## config.mk

```make
export PLATFORM = sky130hd
export DESIGN_NAME = subtract_8bit_flat
export DESIGN_NICKNAME = d
export VERILOG_FILES = /design/src/rtl/subtract_8bit_if.sv /design/src/rtl/subtract_8bit.sv /design/src/flat_wrapper.sv
export SDC_FILE = /design/constraint.sdc
export NUM_CORES = 1
export LEC_CHECK = 0
export ABC_AREA = 1
export ABC_CLOCK_PERIOD_IN_PS = 1700
export CORE_MARGIN = 2
export CORE_UTILIZATION = 41
export DETAILED_ROUTE_END_ITERATION = 16
export PLACE_DENSITY_LB_ADDON = 0.3
export SYNTH_ARGS = -nofsm -noshare
export SYNTH_HDL_FRONTEND = slang
export SYNTH_SLANG_ARGS = --single-unit
```

## constraint.sdc

```tcl
create_clock -name clk -period 1.7 [get_ports clk]
set_input_delay 0.17 -clock clk [delete_from_list [all_inputs] [get_ports clk]]
set_output_delay 0.17 -clock clk [all_outputs]
set_load 0.05 [all_outputs]
```

## src/rtl/subtract_8bit_if.sv

```systemverilog
// Operand/result bundle for subtract_8bit: one qualified operand set in,
// one registered result set out.
interface subtract_8bit_if;
  logic       in_valid;
  logic [7:0] a;
  logic [7:0] b;
  logic       b_in;
  logic [7:0] d;
  logic       b_out;
  logic       out_valid;
  logic       zero;
  logic       ovf;

  modport master (
    output in_valid, a, b, b_in,
    input  d, b_out, out_valid, zero, ovf
  );

  modport slave (
    input  in_valid, a, b, b_in,
    output d, b_out, out_valid, zero, ovf
  );
endinterface

```

## src/rtl/subtract_8bit.sv

```systemverilog
// Registered 8-bit ripple-borrow subtractor: {b_out,d} = a - b - b_in, 1-cycle latency.
// Optional zero/ovf flags are built only when SUBTRACT_8BIT_FLAGS_EN is defined.

module subtract_8bit_cell (
  input  logic a,
  input  logic b,
  input  logic br_in,
  output logic d,
  output logic br_out
);
  assign d      = a ^ b ^ br_in;
  assign br_out = (~a & b) | (~(a ^ b) & br_in);
endmodule

module subtract_8bit (
  input  logic            clk,
  input  logic            rst_n,
  subtract_8bit_if.slave  bus
);
  localparam int W = 8;

  typedef struct packed {
    logic [W-1:0] d;
    logic         b_out;
  } rsp_t;

  logic [W:0]   br;
  logic [W-1:0] d_nxt;
  rsp_t         rsp_nxt;
  rsp_t         rsp_q;
  logic         vld_q;

  assign br[0] = bus.b_in;

  // Ripple chain: each cell hands its borrow to the next more-significant bit.
  for (genvar i = 0; i < W; i++) begin : g_cell
    subtract_8bit_cell u_cell (
      .a      (bus.a[i]),
      .b      (bus.b[i]),
      .br_in  (br[i]),
      .d      (d_nxt[i]),
      .br_out (br[i+1])
    );
  end

  always_comb begin
    rsp_nxt       = '0;
    rsp_nxt.d     = d_nxt;
    rsp_nxt.b_out = br[W];
  end

  // out_valid tracks in_valid every edge; the result only moves on a valid edge.
  always_ff @(posedge clk or negedge rst_n) begin
    if (!rst_n) begin
      vld_q <= 1'b0;
      rsp_q <= '0;
    end else begin
      vld_q <= bus.in_valid;
      if (bus.in_valid) rsp_q <= rsp_nxt;
    end
  end

  assign bus.d         = rsp_q.d;
  assign bus.b_out     = rsp_q.b_out;
  assign bus.out_valid = vld_q;

`ifdef SUBTRACT_8BIT_FLAGS_EN
  logic zero_q;
  logic ovf_q;
  logic zero_nxt;
  logic ovf_nxt;

  // Signed overflow: operand signs differ and the result sign departs from a.
  assign zero_nxt = (d_nxt == '0);
  assign ovf_nxt  = (bus.a[W-1] != bus.b[W-1]) & (d_nxt[W-1] != bus.a[W-1]);

  always_ff @(posedge clk or negedge rst_n) begin
    if (!rst_n) begin
      zero_q <= 1'b0;
      ovf_q  <= 1'b0;
    end else if (bus.in_valid) begin
      zero_q <= zero_nxt;
      ovf_q  <= ovf_nxt;
    end
  end

  assign bus.zero = zero_q;
  assign bus.ovf  = ovf_q;
`else
  assign bus.zero = 1'b0;
  assign bus.ovf  = 1'b0;
`endif

endmodule

```

## src/flat_wrapper.sv

```systemverilog
// flat-port wrapper written by rule: the top's interface ports become plain ports
module subtract_8bit_flat 
  (clk, rst_n, bus_in_valid, bus_a, bus_b, bus_b_in, bus_d, bus_b_out, bus_out_valid, bus_zero, bus_ovf);
  subtract_8bit_if bus_i ();
  input  logic clk;
  input  logic rst_n;
  input wire logic [$bits(bus_i.in_valid)-1:0] bus_in_valid;
  input wire logic [$bits(bus_i.a)-1:0] bus_a;
  input wire logic [$bits(bus_i.b)-1:0] bus_b;
  input wire logic [$bits(bus_i.b_in)-1:0] bus_b_in;
  output wire logic [$bits(bus_i.d)-1:0] bus_d;
  output wire logic [$bits(bus_i.b_out)-1:0] bus_b_out;
  output wire logic [$bits(bus_i.out_valid)-1:0] bus_out_valid;
  output wire logic [$bits(bus_i.zero)-1:0] bus_zero;
  output wire logic [$bits(bus_i.ovf)-1:0] bus_ovf;
  assign bus_i.in_valid = bus_in_valid;
  assign bus_i.a = bus_a;
  assign bus_i.b = bus_b;
  assign bus_i.b_in = bus_b_in;
  assign bus_d = bus_i.d;
  assign bus_b_out = bus_i.b_out;
  assign bus_out_valid = bus_i.out_valid;
  assign bus_zero = bus_i.zero;
  assign bus_ovf = bus_i.ovf;
  subtract_8bit u_core (.clk(clk), .rst_n(rst_n), .bus(bus_i));
endmodule
```

==> impl_results.md <==
- Critical Setup Path Class: in2reg
- Switching share of power: 0.397
- Multiplexer area fraction after synthesis: 0
- HP Class: in2async
- Status: finished with violations
- Synthesized-area fraction occupied by adder cells: 0.261
- Starting DRT DRC Count: 10
- Compound-gate portion of the synthesized area: 0
- DR vias/cell: about 4.3
- Post-synthesis sequential area ratio: 0.408
- Post-CTS Setup Bufs: 0
- Setup Viol. Count Final: 6
- Peak Freq: around 0.33 GHz
- Period utilization: 1.78
- Chip width: 42.7 um
- Row Count: 13
- Port Buffer Count: 29
- Critical Path RT: ~1.9 ns
- Root Driver: clkbuf_4
- Hold-fix buffer count after cts: 0
- Worst-Margin Slew: around 0.51 ns
- Final Util: 0.708
- Depth of the most critical reg-to-reg path: 2
- Final net count: between 100 and 150
- Clk Latency, worst-skew pair: ~0.25 ns
- TritonCTS clock tree: yes
- Syn_area_per_cell: 9.02 um2
- Die area: 0.00182 mm2
- NetSw: between 0.3 and 0.4 mW
- Cell internal pwr: just over 0.5 mW
- Reg power frac: 0.353
- Grt total ovfl: 0
- R2R Setup Slk: between 1 and 1.5 ns
- Htree depth: 1
- Netlist cell types: 8
- Initial antenna violation count: 0
- Worst IR Drop VDD: ~0.49 mV
- Clock slew at reported path FFs: 0.06 ns
- First-pass GRT wire length: a little under 2 mm
- CTS Buffer Depth: 2
- Yosys warns: 0
- GRT Util Overall: 0.149
- Synth Instances: a little under 70
- Most area-consuming cells after synthesis: dfrtp_1 41%, fa_1 26%, nand2_1 17%
- Core ar.: between 0.001 and 0.0015 mm2
- Final hold vios: 0
- Io pins: 32
- Final hold slack: between 0.2 and 0.25 ns
- Drt drc: 0
- Violated checks: negative setup slack
- First-pass DRT Iterations: 4
- Final WS setup: -1.33 ns
- Max FO, Critical Path: 1
- CTS Buf Count: 3
- Post-synth top area cell: dfrtp_1
- Via count: approximately 500
- XOR/XNOR Fraction of Synth Area: 0
- Post-Layout Cell Count: 113
- Simple-gate share of the synthesized area: 0.165
- RSZ-0062 raised after global routing: true
- Sink Count: 10
- Slew margin rel.: 0.659
- Synth Register Bits: 10
- Combinational share of power: 0.464
- Placed Instances: 110
- CP startpoint kind: input pin
- Vias in the first global route: 460
- CP Data Arrival Time: ~3.2 ns
- Crit path capture type: flop
- DRT Wirelength: roughly 1.2 mm
- Max Clock Skew: 0 ns
- Layout cells sized above 1: 0.194
- Vert. Die Dim: around 43 um
- Detailed Place HPWL: around 940 um
- Final slew viol count: 0
- RR Endpoint: u_core.bus.d[5]
- Leakage power: 0.491 nW
- Layout area overhead: 55.9%
- Ant. Diodes: 0
- Final min period: between 3 and 4 ns
- Largest net degree at the start of global routing: 12
- FF-to-FF Start: u_core.bus.d[5]
- Post-synth top area share: 0.408
- Mapped Area: around 610 um2
- Initial core utilization: 0.454
- Wire per inst: just over 10 um
- Max Cap Violations: 0
- Final GP Congestion: 0.697
- Post-route ant nets: 0
- Clock power share: 0.183
- Largest family of logic cells by synthesized area: adder cells
- PD cells: around 900 mW/mm2
cells in the mapped netlist (all sizes together):
cell	n
nand2	27
fa	8
inv	19
conb	1
buf	3
dfrtp	10
how the worst max path moves through the flow:
stage               slack, ns               to  startpoint
global placement        -2.07  u_core.bus.d[7]    bus_b_in
CTS                     -1.53  u_core.bus.d[7]    bus_b_in
floorplan               -1.40  u_core.bus.d[7]    bus_b_in
finish                  -1.33  u_core.bus.d[7]    bus_b_in
global route            -1.41  u_core.bus.d[7]    bus_b_in
detailed placement      -2.12  u_core.bus.d[7]    bus_b_in
critical path, cell delays in order:
cell and delay [ns]:
buf_8 0.11, inv_12 0.04, fa_2 0.18, inv_2 0.04
fa_2 0.33, fa_2 0.35, fa_2 0.34, fa_2 0.35
fa_2 0.35, fa_2 0.34, inv_2 0.06, fa_1 0.39
nand2_1 0.08, nand2_1 0.06
registers in the layout (all words and copies together), names as in the netlist:
signal                cells
u_core.bus.d              8
u_core.bus.b_out          1
u_core.bus.out_valid      1
layout make-up:
type | instances | area (um2)
repair buffers | 29 | 289
inverters | 19 | 88.8
fillers | 109 | 394
flip-flops and latches | 10 | 250
clock buffers | 3 | 22.5
multi-input cells | 37 | 287
well taps | 15 | 18.8
stage by stage:
step	power, mW	setup TNS [ns]	worst slack [ns]	area, um2
5_1_grt	0.893	-5.05	-1.41	956
4_1_cts	0.854	-5.52	-1.53	956
2_1_floorplan	0.542	-5.09	-1.40	652
3_5_place_dp	0.693	-10.04	-2.12	935
6_report	0.837	-4.61	-1.33	956
3_3_place_gp	0.684	-9.71	-2.07	935
layer usage:
metal  global-route usage  wire [um]  vias to the layer above
li1                     -          -                      240
met1                0.160        405                      221
met2                0.270        677                       23
met3               0.0298         74                        2
met4               0.0750         14                        0
met5                    0          0                        -
cells by family (layout without fill, tap and decap cells):
group                    after synthesis  in the layout
AND/OR/NAND/NOR                       27             27
flip-flops                            10             10
buffers and inverters                 22             51
adder cells (fa/ha/maj)                8              8
other                                  1              2
power groups by stage:
stage | sequential, mW | combinational (mW) | clock [mW]
floorplan | 0.436 | 0.106 | 0
finish | 0.296 | 0.389 | 0.153
detailed placement | 0.300 | 0.393 | 0
global route | 0.300 | 0.420 | 0.172
CTS | 0.296 | 0.396 | 0.162
global placement | 0.298 | 0.386 | 0
placed cells by master, fill, tap and decap left out:
cell / netlist / final
dfrtp_1: 10 / 10
clkbuf_4: 0 / 3
clkinv_4: 0 / 1
dlygate4sd2_1: 0 / 2
nand2_1: 27 / 27
buf_2: 0 / 1
inv_1: 18 / 13
clkdlybuf4s50_1: 0 / 24
inv_2: 1 / 4
inv_12: 0 / 1
conb_1: 1 / 2
fa_2: 0 / 7
buf_6: 1 / 1
buf_8: 0 / 1
fa_1: 8 / 1
timing repair:
action                     4_1_cts  5_1_grt
pin swaps                        9       11
setup endpoints to repair        7        6
hold endpoints to repair         0        0
gates resized for setup         20        2
No activity file was read; power rests on OpenSTA's default activity.
